**config.mk**
```make
export PLATFORM = sky130hd
export DESIGN_NAME = mem_access_unit
export DESIGN_NICKNAME = d
export VERILOG_FILES = /design/src/rtl/mem_access_unit.sv
export SDC_FILE = /design/constraint.sdc
export NUM_CORES = 1
export LEC_CHECK = 0
export CAP_MARGIN = 10
export CELL_PAD_IN_SITES_DETAIL_PLACEMENT = 2
export CELL_PAD_IN_SITES_GLOBAL_PLACEMENT = 2
export CORE_MARGIN = 2
export CORE_UTILIZATION = 29
export DETAILED_ROUTE_END_ITERATION = 8
export PLACE_DENSITY = 0.91
export SETUP_SLACK_MARGIN = 0.4
export SLEW_MARGIN = 15
export SYNTH_ARGS = -nofsm -noshare
export SYNTH_HDL_FRONTEND = slang
export SYNTH_SLANG_ARGS = --single-unit
```
**constraint.sdc**
```tcl
create_clock -name clk -period 8.9 [get_ports clk]
set_input_delay 1.78 -clock clk [delete_from_list [all_inputs] [get_ports clk]]
set_output_delay 1.78 -clock clk [all_outputs]
set_load 0.005 [all_outputs]
```
**src/rtl/mem_access_unit.sv**
```systemverilog
// Memory stage that issues loads/stores on a variable-latency req/ack bus,
// stalls the pipeline until ack, extends load data and raises AdEL/AdES/DBE.
module mem_access_unit #(
    parameter int          ADDR_W       = 32,
    parameter logic [31:0] DM_SIZE      = 32'h0000_3000,
    parameter logic [31:0] IO_BASE      = 32'h0000_7F00,
    parameter logic [31:0] IO_SIZE      = 32'h0000_0030,
    parameter bit          IO_WORD_ONLY = 1'b1,
    parameter int unsigned TIMEOUT      = 16
) (
    input  logic              clk,
    input  logic              reset,
    input  logic              req_valid,
    input  logic              mem_rd,
    input  logic              mem_wr,
    input  logic [1:0]        mem_size,
    input  logic              mem_sext,
    input  logic [ADDR_W-1:0] addr,
    input  logic [31:0]       wdata,
    input  logic [4:0]        rd_addr_in,
    input  logic [31:0]       pc_in,
    input  logic              flush,
    output logic              bus_req,
    output logic              bus_we,
    output logic [ADDR_W-1:0] bus_addr,
    output logic [3:0]        bus_be,
    output logic [31:0]       bus_wdata,
    input  logic              bus_ack,
    input  logic [31:0]       bus_rdata,
    output logic              stall,
    output logic              wb_valid,
    output logic [31:0]       wb_rdata,
    output logic [4:0]        wb_rd_addr,
    output logic [31:0]       wb_pc,
    output logic              exc_valid,
    output logic [4:0]        exc_code,
    output logic [31:0]       exc_badvaddr,
    output logic              dbg_state
);

    typedef enum logic {S_IDLE = 1'b0, S_WAIT = 1'b1} state_t;

    localparam logic [ADDR_W-1:0] DM_END   = ADDR_W'(DM_SIZE);
    localparam logic [ADDR_W-1:0] IO_LO    = ADDR_W'(IO_BASE);
    localparam logic [ADDR_W-1:0] IO_HI    = ADDR_W'(IO_BASE + IO_SIZE);
    localparam logic [15:0]       TMO_LAST = 16'(TIMEOUT - 1);

    state_t            state_q;
    logic              bus_req_q, bus_we_q;
    logic [ADDR_W-1:0] bus_addr_q, vaddr_q;
    logic [3:0]        bus_be_q;
    logic [31:0]       bus_wdata_q;
    logic              wb_valid_q, exc_valid_q;
    logic [31:0]       wb_rdata_q, wb_pc_q, exc_bad_q, pc_q;
    logic [4:0]        wb_rd_q, exc_code_q, rd_q;
    logic [1:0]        size_q, lane_q;
    logic              sext_q, load_q, kill_q;
    logic [15:0]       tmo_q;

    logic        is_mem, is_store, is_word, is_half, in_dm, in_io, fault;
    logic        issue, tmo_hit, killed;
    logic [3:0]  be_d;
    logic [31:0] wdata_d, rdata_d, shifted;
    logic [4:0]  sh_amt;

    assign is_mem   = mem_rd | mem_wr;
    assign is_store = mem_wr;
    assign is_word  = mem_size[1];
    assign is_half  = (mem_size == 2'd1);
    assign in_dm    = (addr < DM_END);
    assign in_io    = (addr >= IO_LO) && (addr < IO_HI);

    always_comb begin
        fault = 1'b0;
        if ((is_half && addr[0]) || (is_word && addr[1:0] != 2'b00))
            fault = 1'b1;
        if (!in_dm && !in_io)
            fault = 1'b1;
        if (IO_WORD_ONLY && in_io && !is_word)
            fault = 1'b1;
    end

    always_comb begin
        be_d    = 4'b1111;
        wdata_d = wdata;
        if (mem_size == 2'd0) begin
            be_d    = 4'b0001 << addr[1:0];
            wdata_d = {4{wdata[7:0]}};
        end else if (is_half) begin
            be_d    = 4'b0011 << {addr[1], 1'b0};
            wdata_d = {2{wdata[15:0]}};
        end
    end

    // Lane select uses the registered low address bits; halves only look at bit 1.
    always_comb begin
        sh_amt  = (size_q == 2'd1) ? {lane_q[1], 4'b0000} : {lane_q, 3'b000};
        shifted = bus_rdata >> sh_amt;
        case (size_q)
            2'd0:    rdata_d = {{24{sext_q & shifted[7]}}, shifted[7:0]};
            2'd1:    rdata_d = {{16{sext_q & shifted[15]}}, shifted[15:0]};
            default: rdata_d = bus_rdata;
        endcase
    end

    assign issue   = (state_q == S_IDLE) && req_valid && !flush && is_mem && !fault;
    assign tmo_hit = (TIMEOUT != 0) && (tmo_q == TMO_LAST);
    assign killed  = kill_q | flush;
    assign stall   = issue || ((state_q == S_WAIT) && !(bus_ack || tmo_hit));

    always_ff @(posedge clk or posedge reset) begin
        if (reset) begin
            state_q     <= S_IDLE;
            bus_req_q   <= 1'b0;
            bus_we_q    <= 1'b0;
            bus_addr_q  <= '0;
            bus_be_q    <= 4'b0000;
            bus_wdata_q <= 32'h0;
            wb_valid_q  <= 1'b0;
            wb_rdata_q  <= 32'h0;
            wb_rd_q     <= 5'd0;
            wb_pc_q     <= 32'h0000_3000;
            exc_valid_q <= 1'b0;
            exc_code_q  <= 5'd0;
            exc_bad_q   <= 32'h0;
            vaddr_q     <= '0;
            pc_q        <= 32'h0;
            rd_q        <= 5'd0;
            size_q      <= 2'd0;
            lane_q      <= 2'd0;
            sext_q      <= 1'b0;
            load_q      <= 1'b0;
            kill_q      <= 1'b0;
            tmo_q       <= 16'd0;
        end else begin
            wb_valid_q  <= 1'b0;
            exc_valid_q <= 1'b0;
            case (state_q)
                S_IDLE: begin
                    if (req_valid && !flush) begin
                        if (!is_mem) begin
                            wb_valid_q <= 1'b1;
                            wb_rdata_q <= 32'h0;
                            wb_rd_q    <= rd_addr_in;
                            wb_pc_q    <= pc_in;
                        end else if (fault) begin
                            exc_valid_q <= 1'b1;
                            exc_code_q  <= is_store ? 5'd5 : 5'd4;
                            exc_bad_q   <= 32'(addr);
                        end else begin
                            bus_req_q   <= 1'b1;
                            bus_we_q    <= is_store;
                            bus_addr_q  <= {addr[ADDR_W-1:2], 2'b00};
                            bus_be_q    <= be_d;
                            bus_wdata_q <= wdata_d;
                            vaddr_q     <= addr;
                            pc_q        <= pc_in;
                            rd_q        <= rd_addr_in;
                            size_q      <= mem_size;
                            lane_q      <= addr[1:0];
                            sext_q      <= mem_sext;
                            load_q      <= !is_store;
                            kill_q      <= 1'b0;
                            tmo_q       <= 16'd0;
                            state_q     <= S_WAIT;
                        end
                    end
                end
                S_WAIT: begin
                    if (bus_ack) begin
                        bus_req_q <= 1'b0;
                        kill_q    <= 1'b0;
                        state_q   <= S_IDLE;
                        if (!killed) begin
                            wb_valid_q <= 1'b1;
                            wb_rdata_q <= load_q ? rdata_d : 32'h0;
                            wb_rd_q    <= rd_q;
                            wb_pc_q    <= pc_q;
                        end
                    end else if (tmo_hit) begin
                        bus_req_q <= 1'b0;
                        kill_q    <= 1'b0;
                        state_q   <= S_IDLE;
                        if (!killed) begin
                            exc_valid_q <= 1'b1;
                            exc_code_q  <= 5'd7;
                            exc_bad_q   <= 32'(vaddr_q);
                        end
                    end else begin
                        if (TIMEOUT != 0)
                            tmo_q <= tmo_q + 16'd1;
                        if (flush)
                            kill_q <= 1'b1;
                    end
                end
                default: state_q <= S_IDLE;
            endcase
        end
    end

    assign bus_req      = bus_req_q;
    assign bus_we       = bus_we_q;
    assign bus_addr     = bus_addr_q;
    assign bus_be       = bus_be_q;
    assign bus_wdata    = bus_wdata_q;
    assign wb_valid     = wb_valid_q;
    assign wb_rdata     = wb_rdata_q;
    assign wb_rd_addr   = wb_rd_q;
    assign wb_pc        = wb_pc_q;
    assign exc_valid    = exc_valid_q;
    assign exc_code     = exc_code_q;
    assign exc_badvaddr = exc_bad_q;
    assign dbg_state    = state_q;

endmodule

```
==> results of run 1 <==
power breakdown:
part / switching, mW / internal (mW)
sequential: 0.0358 / 1.13
combinational: 0.162 / 0.193
clock: 0.473 / 0.743
area by class of cell:
type	count	area [sq um]	area share (%)
multi-input cells	669	4550	29.7
inverters	11	48.8	0.318
repair buffers	330	3290	21.5
well taps	468	586	3.82
clock buffers	41	811	5.29
clock inverters	10	153	0.996
flip-flops and latches	235	5890	38.4
worst max-delay path, delay by kind of cell:
kind | cells | cell delay, ns
simple gates | 3 | 1.52
buf+inv | 3 | 1.00
compound gates | 1 | 0.37
kinds of logic after synthesis:
kind of cell | after synthesis | synth area share (%)
AND/OR/NAND/NOR | 274 | 12.2
buffers and inverters | 83 | 3.22
AO/OA/AOI/OAI | 211 | 11.3
multiplexers | 179 | 18.3
adder cells (fa/ha/maj) | 1 | 0.116
other | 1 | 0.0349
flip-flops | 235 | 54.8
layout by cell type, fill, tap and decap left out, types with 10 or more instances in the layout:
cell               n
a21oi_1           56
and2_1            17
buf_4             10
clkbuf_16         29
clkdlybuf4s50_1  317
dfrtp_1          232
mux2_2            70
mux2i_1          102
nand2_1          115
nand2b_1          12
nand3_1           16
nor2_1            34
nor3_1            36
o21ai_0          109
flip-flops by register name (all words and copies together), names as in the netlist, 2 cells and up:
name and cells:
wb_rd_addr 5, exc_code 3, bus_be 4, size_q 2
rd_q 5, pc_q 32, bus_wdata 32, wb_pc 32
vaddr_q 32, exc_badvaddr 32, tmo_q 16, wb_rdata 32
routing by layer:
| metal | wire, microns | vias to the layer above | share of wire, % | GRT usage, % |
|---|---|---|---|---|
| li1 | - | 4082 | - | - |
| met1 | 16400 | 4656 | 40 | 24.4 |
| met2 | 20900 | 258 | 51 | 38.4 |
| met3 | 2100 | 97 | 5.1 | 4.65 |
| met4 | 1840 | 0 | 4.5 | 8.89 |
| met5 | 0 | - | 0 | 0 |
worst paths after layout:
kind                       cells past startpoint      start               end  slack, ns
setup / recovery                               7   addr[26]             stall       2.45
hold / removal                                 2  wb_pc[15]         wb_pc[15]       0.48
setup reg to reg                               7  dbg_state   exc_badvaddr[6]       5.16
hold reg to reg                                2  wb_pc[15]         wb_pc[15]       0.48
max in group asynchronous                      3      reset           pc_q[6]       5.95
min in group asynchronous                      2      reset  exc_badvaddr[11]       1.76
synthesized netlist by cell type (all sizes together), types with 2 or more instances:
library cell	n	area share (%)
nand2	115	4.0
or3	4	0.23
and4	2	0.16
mux2i	102	9.5
nand3	16	0.75
a211oi	2	0.26
and3	3	0.17
dfrtp	233	54
o21a	9	0.63
buf	23	1.1
o31ai	8	0.56
mux4	7	1.5
nand4	7	0.41
inv	10	0.35
clkbuf	49	1.7
or2	5	0.29
o21ai	109	5.1
nor4	7	0.41
o21bai	2	0.14
mux2	70	7.3
nor2b	2	0.12
dfstp	2	0.49
or4	9	0.66
nand2b	12	0.70
a22o	5	0.41
o2111ai	8	0.65
nor3	37	1.8
a31oi	2	0.17
a21oi	56	2.6
and2	17	0.99
nor2	35	1.2
stage by stage:
stage / util, % / setup slack [ns] / power [mW]
2_1_floorplan: - / 0.677 / 1.28
3_3_place_gp: 39.3 / 2.57 / 1.51
3_5_place_dp: 39.3 / 2.46 / 1.53
4_1_cts: 42.0 / 2.46 / 2.77
5_1_grt: 42.0 / 2.28 / 2.84
6_report: 42.0 / 2.45 / 2.73
==> run metrics, run 1 <==
status=finished clean; post-CTS resize count=0; Initial Util=29.4%; critical path cell sequence=clkdlybuf4s50_1 -> nor4_1 -> and4_1 -> a31oi_2 -> or2_2 -> inv_1 -> clkdlybuf4s50_1; post-detail-place hpwl=28.6 mm; register bit total from synthesis=235; dpl cells=1713; register area share after synthesis=54.8%; Hold Fails Final Rpt=0; prevailing post-synth register cell=dfrtp_1; first-pass GRT wire length=64.3 mm; Ant. Diodes=0; # IOs=323; Core Region=36500 sq um; fin crit period=6.45 ns; CTS tree=done; die height=196 microns; postcts setup bufs=0; die area=38600 sq um; f_max=155 MHz; Layout area overhead=42.8%; Worst path most repeated cell=clkdlybuf4s50_1; Crit path required time=7.12 ns; Finished Layout Cells=1764; CTS Sinks=235; EDFF count, synth=0; vias in the first global route=10700; crit path kind=in2out; post-synthesis async set-or-reset flop share=100%; DP Area=14400 sq um; RSZ-0062 raised after global routing=false; mapped cell area=10700 sq um; largest net degree at the start of global routing=129; clock slew at reported path FFs=0.06 ns; Die Wd=196 microns; synth unique cells=55; Setup Viol. Count Final=0; CTS H-tree depth=1; routed vias/inst=5.15; remaining global-route overflow=0; GRT Overall Usage=21.3%; clk_lat worst skew=0.55 ns; fin area=15300 sq um; startpoint types=input pin; Leak Pwr=6.53 nW; WHS=0.479 ns; Worst-Margin Slew=1.04 ns; DRT Pass-1 Iters=4; Avg Synthesized Cell Area=10.9 sq um; Synth Warn #=0; Filler cells=3744; PortBufs=318; HP Class=reg2reg; CTS Hold Bufs=0; antenna violations before repair=0; crit path capture type=output pin; worst-path fanout max=18; clk buf depth=3; Post-Route Setup TNS=0 ns; critical path arrival=4.67 ns; Routed Antenna Nets=0; Cell Pwr Density=178 nW/um^2; nets=1419; Post-Synthesis Cells=984; Root Driver=clkbuf_16; Setup Skew=0.0118 ns; Max rail drop VDD=143 uV; crit-path max cell delay=0.57 ns; CTS Buf Count=28; Slowest-stage cell, CP=nor4_1; routed via count=9093; share of cells above drive strength 1=11.7%; routed length per instance=23.4 microns; DRT iter0 DRCs=327; global placement routability congestion=0.777; Cell Rows=70; relative max-transition margin=30.7%; DRC=0; Max Slew Vio Count=0; Routed WL=41.2 mm; max-cap check violation count=0; period utilisation layout=72.5%
No activity file was read; power rests on OpenSTA's default activity.
==> run 2: changes to the inputs <==
==> constraint.sdc (replaced) <==
create_clock -name clk -period 6.5 [get_ports clk]
set_input_delay 1.3 -clock clk [delete_from_list [all_inputs] [get_ports clk]]
set_output_delay 1.3 -clock clk [all_outputs]
set_load 0.005 [all_outputs]
==> run 2 against run 1 <==
  * Die area unchanged
  * Sequential share of layout area hardly changed
  * Worst setup slack lost 1.5 ns
  * Via count decreased by 1.0%
  * Non-clock buffer count fell by 1
  * Power grew 34%
  * Final area about the same
  * Critical path type unchanged
  * Largest cell class unchanged
==> run metrics, run 2 (synthesis gave the netlist of run 1 again) <==
Post-Route Setup TNS=0 ns (unchanged); startpoint types=input pin; routed vias/inst=5.09 (-1.2%); Multi-input gate area=4550 sq um (unchanged); R2R Path End=wb_rdata[23]; DRC=0 (unchanged); crit path capture type=output pin; Max rail drop VDD=197 uV (+38%); clk_lat worst skew=0.55 ns (about the same); postcts setup bufs=0 (unchanged); global placement routability congestion=0.786 (+1.1%); clock slew at reported path FFs=0.05 ns (about the same); CTS Sinks=235 (unchanged); share of cells above drive strength 1=11.9% (+0.22 points); worst-path fanout max=18 (unchanged); die area=38600 sq um (unchanged); f_max=180 MHz; WHS=0.482 ns (+0.00331 ns); Setup Viol. Count Final=0 (unchanged); crit path kind=in2out; routed length per instance=22.3 microns (-4.5%); most frequent cells in the layout=clkdlybuf4s50_1, dfrtp_1, nand2_1, o21ai_0, mux2i_1; routed via count=9000 (-1.0%); Layout area overhead=42.7% (about the same); DRT iter0 DRCs=247 (-24%); CTS tree=done; commonest non-fill, non-tap cell in the layout=clkdlybuf4s50_1; post-CTS resize count=0 (unchanged); Routed Antenna Nets=0 (unchanged); Leak Pwr=6.52 nW (-0.14%); Crit path required time=5.20 ns (-1.92 ns); Hold Fails Final Rpt=0 (unchanged); relative max-transition margin=24.7% (-6.0 points); Worst-Margin Slew=1.13 ns (+0.0939 ns); post-detail-place hpwl=28.2 mm (-1.7%); Cell Pwr Density=239 nW/um^2 (+34%); Core Region=36500 sq um (unchanged); Filler cells=3760 (+0.43%); nets=1419 (unchanged); Root Driver=clkbuf_16; Reg-to-Reg Start=size_q[1]; GRT Overall Usage=20.5% (-0.82 points); period utilisation layout=85.3%; Die Wd=196 microns (unchanged); clk buf depth=3 (unchanged); first-pass GRT wire length=61.9 mm (-3.8%); Worst Hold Path EP=bus_wdata[9]; RSZ-0062 raised after global routing=false; PortBufs=318 (unchanged); largest net degree at the start of global routing=111 (-14%); DRT Pass-1 Iters=4 (unchanged); Cell Rows=70 (unchanged); CTS H-tree depth=1 (unchanged); Sequential Area=5890 sq um (unchanged); Routed WL=39.4 mm (-4.3%); antenna violations before repair=3 (+3); critical path arrival=4.24 ns (-0.43 ns); Tot Pwr=3.67 mW (+34%); fin crit period=5.54 ns; hold path start=bus_wdata[9]; # IOs=323 (unchanged); reg2reg setup slack=3.41 ns (-1.75 ns); CTS Buf Count=29 (+3.6%); hold path cells=2 (unchanged); vias in the first global route=10300 (-4.0%); CTS Hold Bufs=0 (unchanged); Initial Util=29.4% (unchanged); status=finished clean; cell depth of the worst flop-to-flop path=5 (-2); remaining global-route overflow=0 (unchanged); Setup Skew=0.00772 ns (-0.00404 ns); max-cap check violation count=0 (unchanged); die height=196 microns (unchanged); Max Slew Vio Count=0 (unchanged); HP Class=reg2reg
## run 2: changes by cell type in the layout (fill, tap and decap cells not counted), sizes merged
cell | previous run | this run
bufinv | 4 | 1
clkbuf | 41 | 42
clkinv | 6 | 8
diode | 0 | 2
clkinvlp | 1 | 3
buf | 13 | 12
## run 2: how the worst max path moves through the flow
stage / start / end / depth (start not counted)
after floorplan: reset / bus_be[0] / 1
after global routing: addr[26] / stall / 7
after detailed placement: addr[26] / stall / 7
after CTS: addr[26] / stall / 7
after global placement: addr[26] / stall / 7
final: addr[26] / stall / 7
## run 2: report_power, final
part           internal [mW]  switching (mW)
Sequential              1.54          0.0466
Combinational          0.265           0.215
Clock                  0.938           0.659
## run 2: per-layer routing
metal / global-route usage, % / share of wire (%) / vias to the layer above
met3: 5.24 / 6.1 / 72
met4: 5.75 / 2.8 / 2
met5: 0 / 0.028 / -
met1: 23.3 / 39 / 4623
li1: - / - / 4067
met2: 37.9 / 52 / 236
## run 2: cell type report
cell class	count	share of cell area, %
inverters	11	0.294
flip-flops and latches	235	38.4
clock buffers	42	5.51
clock inverters	11	0.596
multi-input cells	669	29.7
well taps	468	3.82
diodes	2	0.0327
repair buffers	329	21.6
## run 2: per-stage QoR
stage / area [sq um] / std cells / util [%] / setup slack (ns)
2_1_floorplan: 10800 / 987 / - / 2.12
6_report: 15300 / 1767 / 42.0 / 0.958
3_5_place_dp: 14400 / 1712 / 39.4 / 1.05
3_3_place_gp: 14400 / 1712 / 39.4 / 1.07
5_1_grt: 15300 / 1766 / 41.9 / 0.854
4_1_cts: 15300 / 1765 / 41.9 / 1.01
## run 2: worst max-delay path, stage by stage
cell and delay [ns]:
clkdlybuf4s50_1 0.44, nor4_1 0.61, and4_1 0.46, a31oi_2 0.35
or2_2 0.47, inv_1 0.09, clkdlybuf4s50_1 0.52
==> run 3: changes to the inputs <==
--- a/config.mk
+++ b/config.mk
@@ -6,12 +6,10 @@
 export NUM_CORES = 1
 export LEC_CHECK = 0
 export CAP_MARGIN = 10
-export CELL_PAD_IN_SITES_DETAIL_PLACEMENT = 2
-export CELL_PAD_IN_SITES_GLOBAL_PLACEMENT = 2
 export CORE_MARGIN = 2
-export CORE_UTILIZATION = 29
+export CORE_UTILIZATION = 48
 export DETAILED_ROUTE_END_ITERATION = 8
-export PLACE_DENSITY = 0.91
+export PLACE_DENSITY = 0.82
 export SETUP_SLACK_MARGIN = 0.4
 export SLEW_MARGIN = 15
 export SYNTH_ARGS = -nofsm -noshare
==> run 3 against run 2 <==
  * Final area decreased by 1.4%
  * Fmax is 6.0% higher
  * Sequential power hardly changed
  * Combinational power is 4.4% lower
  * Critical path depth did not move
  * Clock power is essentially flat
  * Power is essentially flat
  * Critical path type unchanged
  * Largest cell class unchanged
==> run metrics, run 3 (synthesis gave the netlist of run 1 again) <==
largest net degree at the start of global routing=137 (+23%); RSZ-0062 raised after global routing=false; hold path cells=2 (unchanged); clk_lat worst skew=0.52 ns (-0.03 ns); Setup Skew=0.0140 ns (+0.00632 ns); HP Class=reg2reg; hold path start=bus_be[1]; Routed WL=30.0 mm (-24%); worst-path fanout max=18 (unchanged); vias in the first global route=8826 (-14%); R2R Path End=wb_rdata[20]; CTS Sinks=235 (unchanged); DRC=0 (unchanged); CTS H-tree depth=1 (unchanged); routed length per instance=19.1 microns (-15%); remaining global-route overflow=0 (unchanged); Pint=2.81 mW (+2.5%); DRT iter0 DRCs=424 (+72%); Initial Util=49.1% (+20 points); Crit path required time=5.20 ns (about the same); routed vias/inst=5.54 (+8.7%); share of cells above drive strength 1=12.1% (+0.26 points); Worst Hold Path EP=bus_be[1]; Hold Fails Final Rpt=0 (unchanged); crit path kind=in2out; max-cap check violation count=0 (unchanged); post-detail-place hpwl=21.3 mm (-24%); Core Region=21900 sq um (-40%); status=finished clean; first-pass GRT wire length=47.8 mm (-23%); GRT Overall Usage=25.1% (+4.6 points); Leak Pwr=6.51 nW (-0.15%); clk buf depth=3 (unchanged); cell depth of the worst flop-to-flop path=5 (unchanged); postcts setup bufs=0 (unchanged); reg2reg setup slack=3.50 ns (+0.09 ns); routed via count=8715 (-3.2%); Comb power frac=12.5% (-0.6 points); fin crit period=5.23 ns (-0.314 ns); Psw=850 uW (-7.6%); die area=23600 sq um (-39%); antenna violations before repair=0 (-3); critical path arrival=3.93 ns (-0.31 ns); relative max-transition margin=28.3% (+3.6 points); commonest non-fill, non-tap cell in the layout=clkdlybuf4s50_1; Post-Route Setup TNS=0 ns (unchanged); Layout area overhead=40.7%; startpoint types=input pin; post-CTS resize count=0 (unchanged); Root Driver=clkbuf_16; Max Slew Vio Count=0 (unchanged); Ant. Diodes=0 (-2); Cell Pwr Density=243 nW/um^2 (+1.4%); Max rail drop VDD=168 uV (-14%); CTS Hold Bufs=0 (unchanged); nets=1418 (-0.070%); period utilisation layout=80.4% (-4.8 points); f_max=191 MHz (+6.0%); Reg-to-Reg Start=size_q[1]; Die Wd=154 microns (-22%); CTS Buf Count=26 (-10%); Tot Pwr=3.67 mW (about the same); Cell Rows=54 (-23%); Setup Viol. Count Final=0 (unchanged); CTS tree=done; Seq pwr share=43.2% (about the same); Routed Antenna Nets=0 (unchanged); global placement routability congestion=0.865 (+10%); DRT Pass-1 Iters=4 (unchanged); clock slew at reported path FFs=0.06 ns (about the same); crit path capture type=output pin; Worst-Margin Slew=1.07 ns (-0.0570 ns); most frequent cells in the layout=clkdlybuf4s50_1, dfrtp_1, nand2_1, o21ai_0, mux2i_1; # IOs=323 (unchanged); sw frac=23.2% (-1.9 points); PortBufs=318 (unchanged); die height=154 microns (-22%); Clock Power Share=44.3% (+0.7 points)
==> run 3: cell types whose count changed in the layout (fill, tap and decap cells not counted), sizes merged <==
| cell | before | now |
|---|---|---|
| clkinv | 8 | 7 |
| buf | 12 | 14 |
| clkinvlp | 3 | 9 |
| bufinv | 1 | 6 |
| diode | 2 | 0 |
| inv | 10 | 9 |
| clkbuf | 42 | 28 |
==> run 3: critical path, stage by stage <==
cell	delay (ns)
clkdlybuf4s50_1	0.44
or4_4	0.57
a211oi_4	0.25
a31oi_2	0.33
or2_2	0.46
inv_1	0.08
clkdlybuf4s50_1	0.49
==> run 3: power by group through the flow <==
stage | Clock (mW) | Sequential [mW] | Combinational [mW]
2_1_floorplan | 0 | 1.61 | 0.137
3_3_place_gp | 0 | 1.60 | 0.451
3_5_place_dp | 0 | 1.61 | 0.460
4_1_cts | 1.65 | 1.58 | 0.464
5_1_grt | 1.71 | 1.59 | 0.496
6_report | 1.62 | 1.58 | 0.459
==> run 3: worst max-delay path by stage <==
stage,depth (start not counted),startpoint,slack (ns),end
2_1_floorplan,1,reset,2.12,bus_be[0]
3_3_place_gp,7,addr[29],1.33,stall
3_5_place_dp,7,addr[29],1.28,stall
4_1_cts,7,addr[29],1.28,stall
5_1_grt,8,mem_size[0],1.15,stall
6_report,7,addr[29],1.27,stall
==> run 3: per-stage QoR <==
step	std cells	setup WS, ns	area, sq um	util, %	hold WS [ns]
6_report	1574	1.27	15100	69.0	0.469
5_1_grt	1574	1.15	15100	69.0	0.514
4_1_cts	1574	1.28	15100	69.0	0.473
3_5_place_dp	1526	1.28	14100	64.6	0.459
3_3_place_gp	1526	1.33	14100	64.6	0.452
2_1_floorplan	987	2.12	10800	-	0.450
==> run 3: area by class of cell <==
cell class | instances | area (sq um)
Inverter | 11 | 45.0
Fill cell | 1645 | 6780
Clock inverter | 20 | 274
Timing Repair Buffer | 331 | 3310
Clock buffer | 28 | 689
Multi-Input combinational cell | 669 | 4550
Tap cell | 280 | 350
Sequential cell | 235 | 5890
==> run 3: layer usage <==
metal,share of wire (%),GRT usage [%],vias up
li1,-,-,4074
met1,40,31.8,4260
met2,49,42.1,313
met3,7.4,6.45,68
met4,3.5,8.61,0
met5,0,0,-
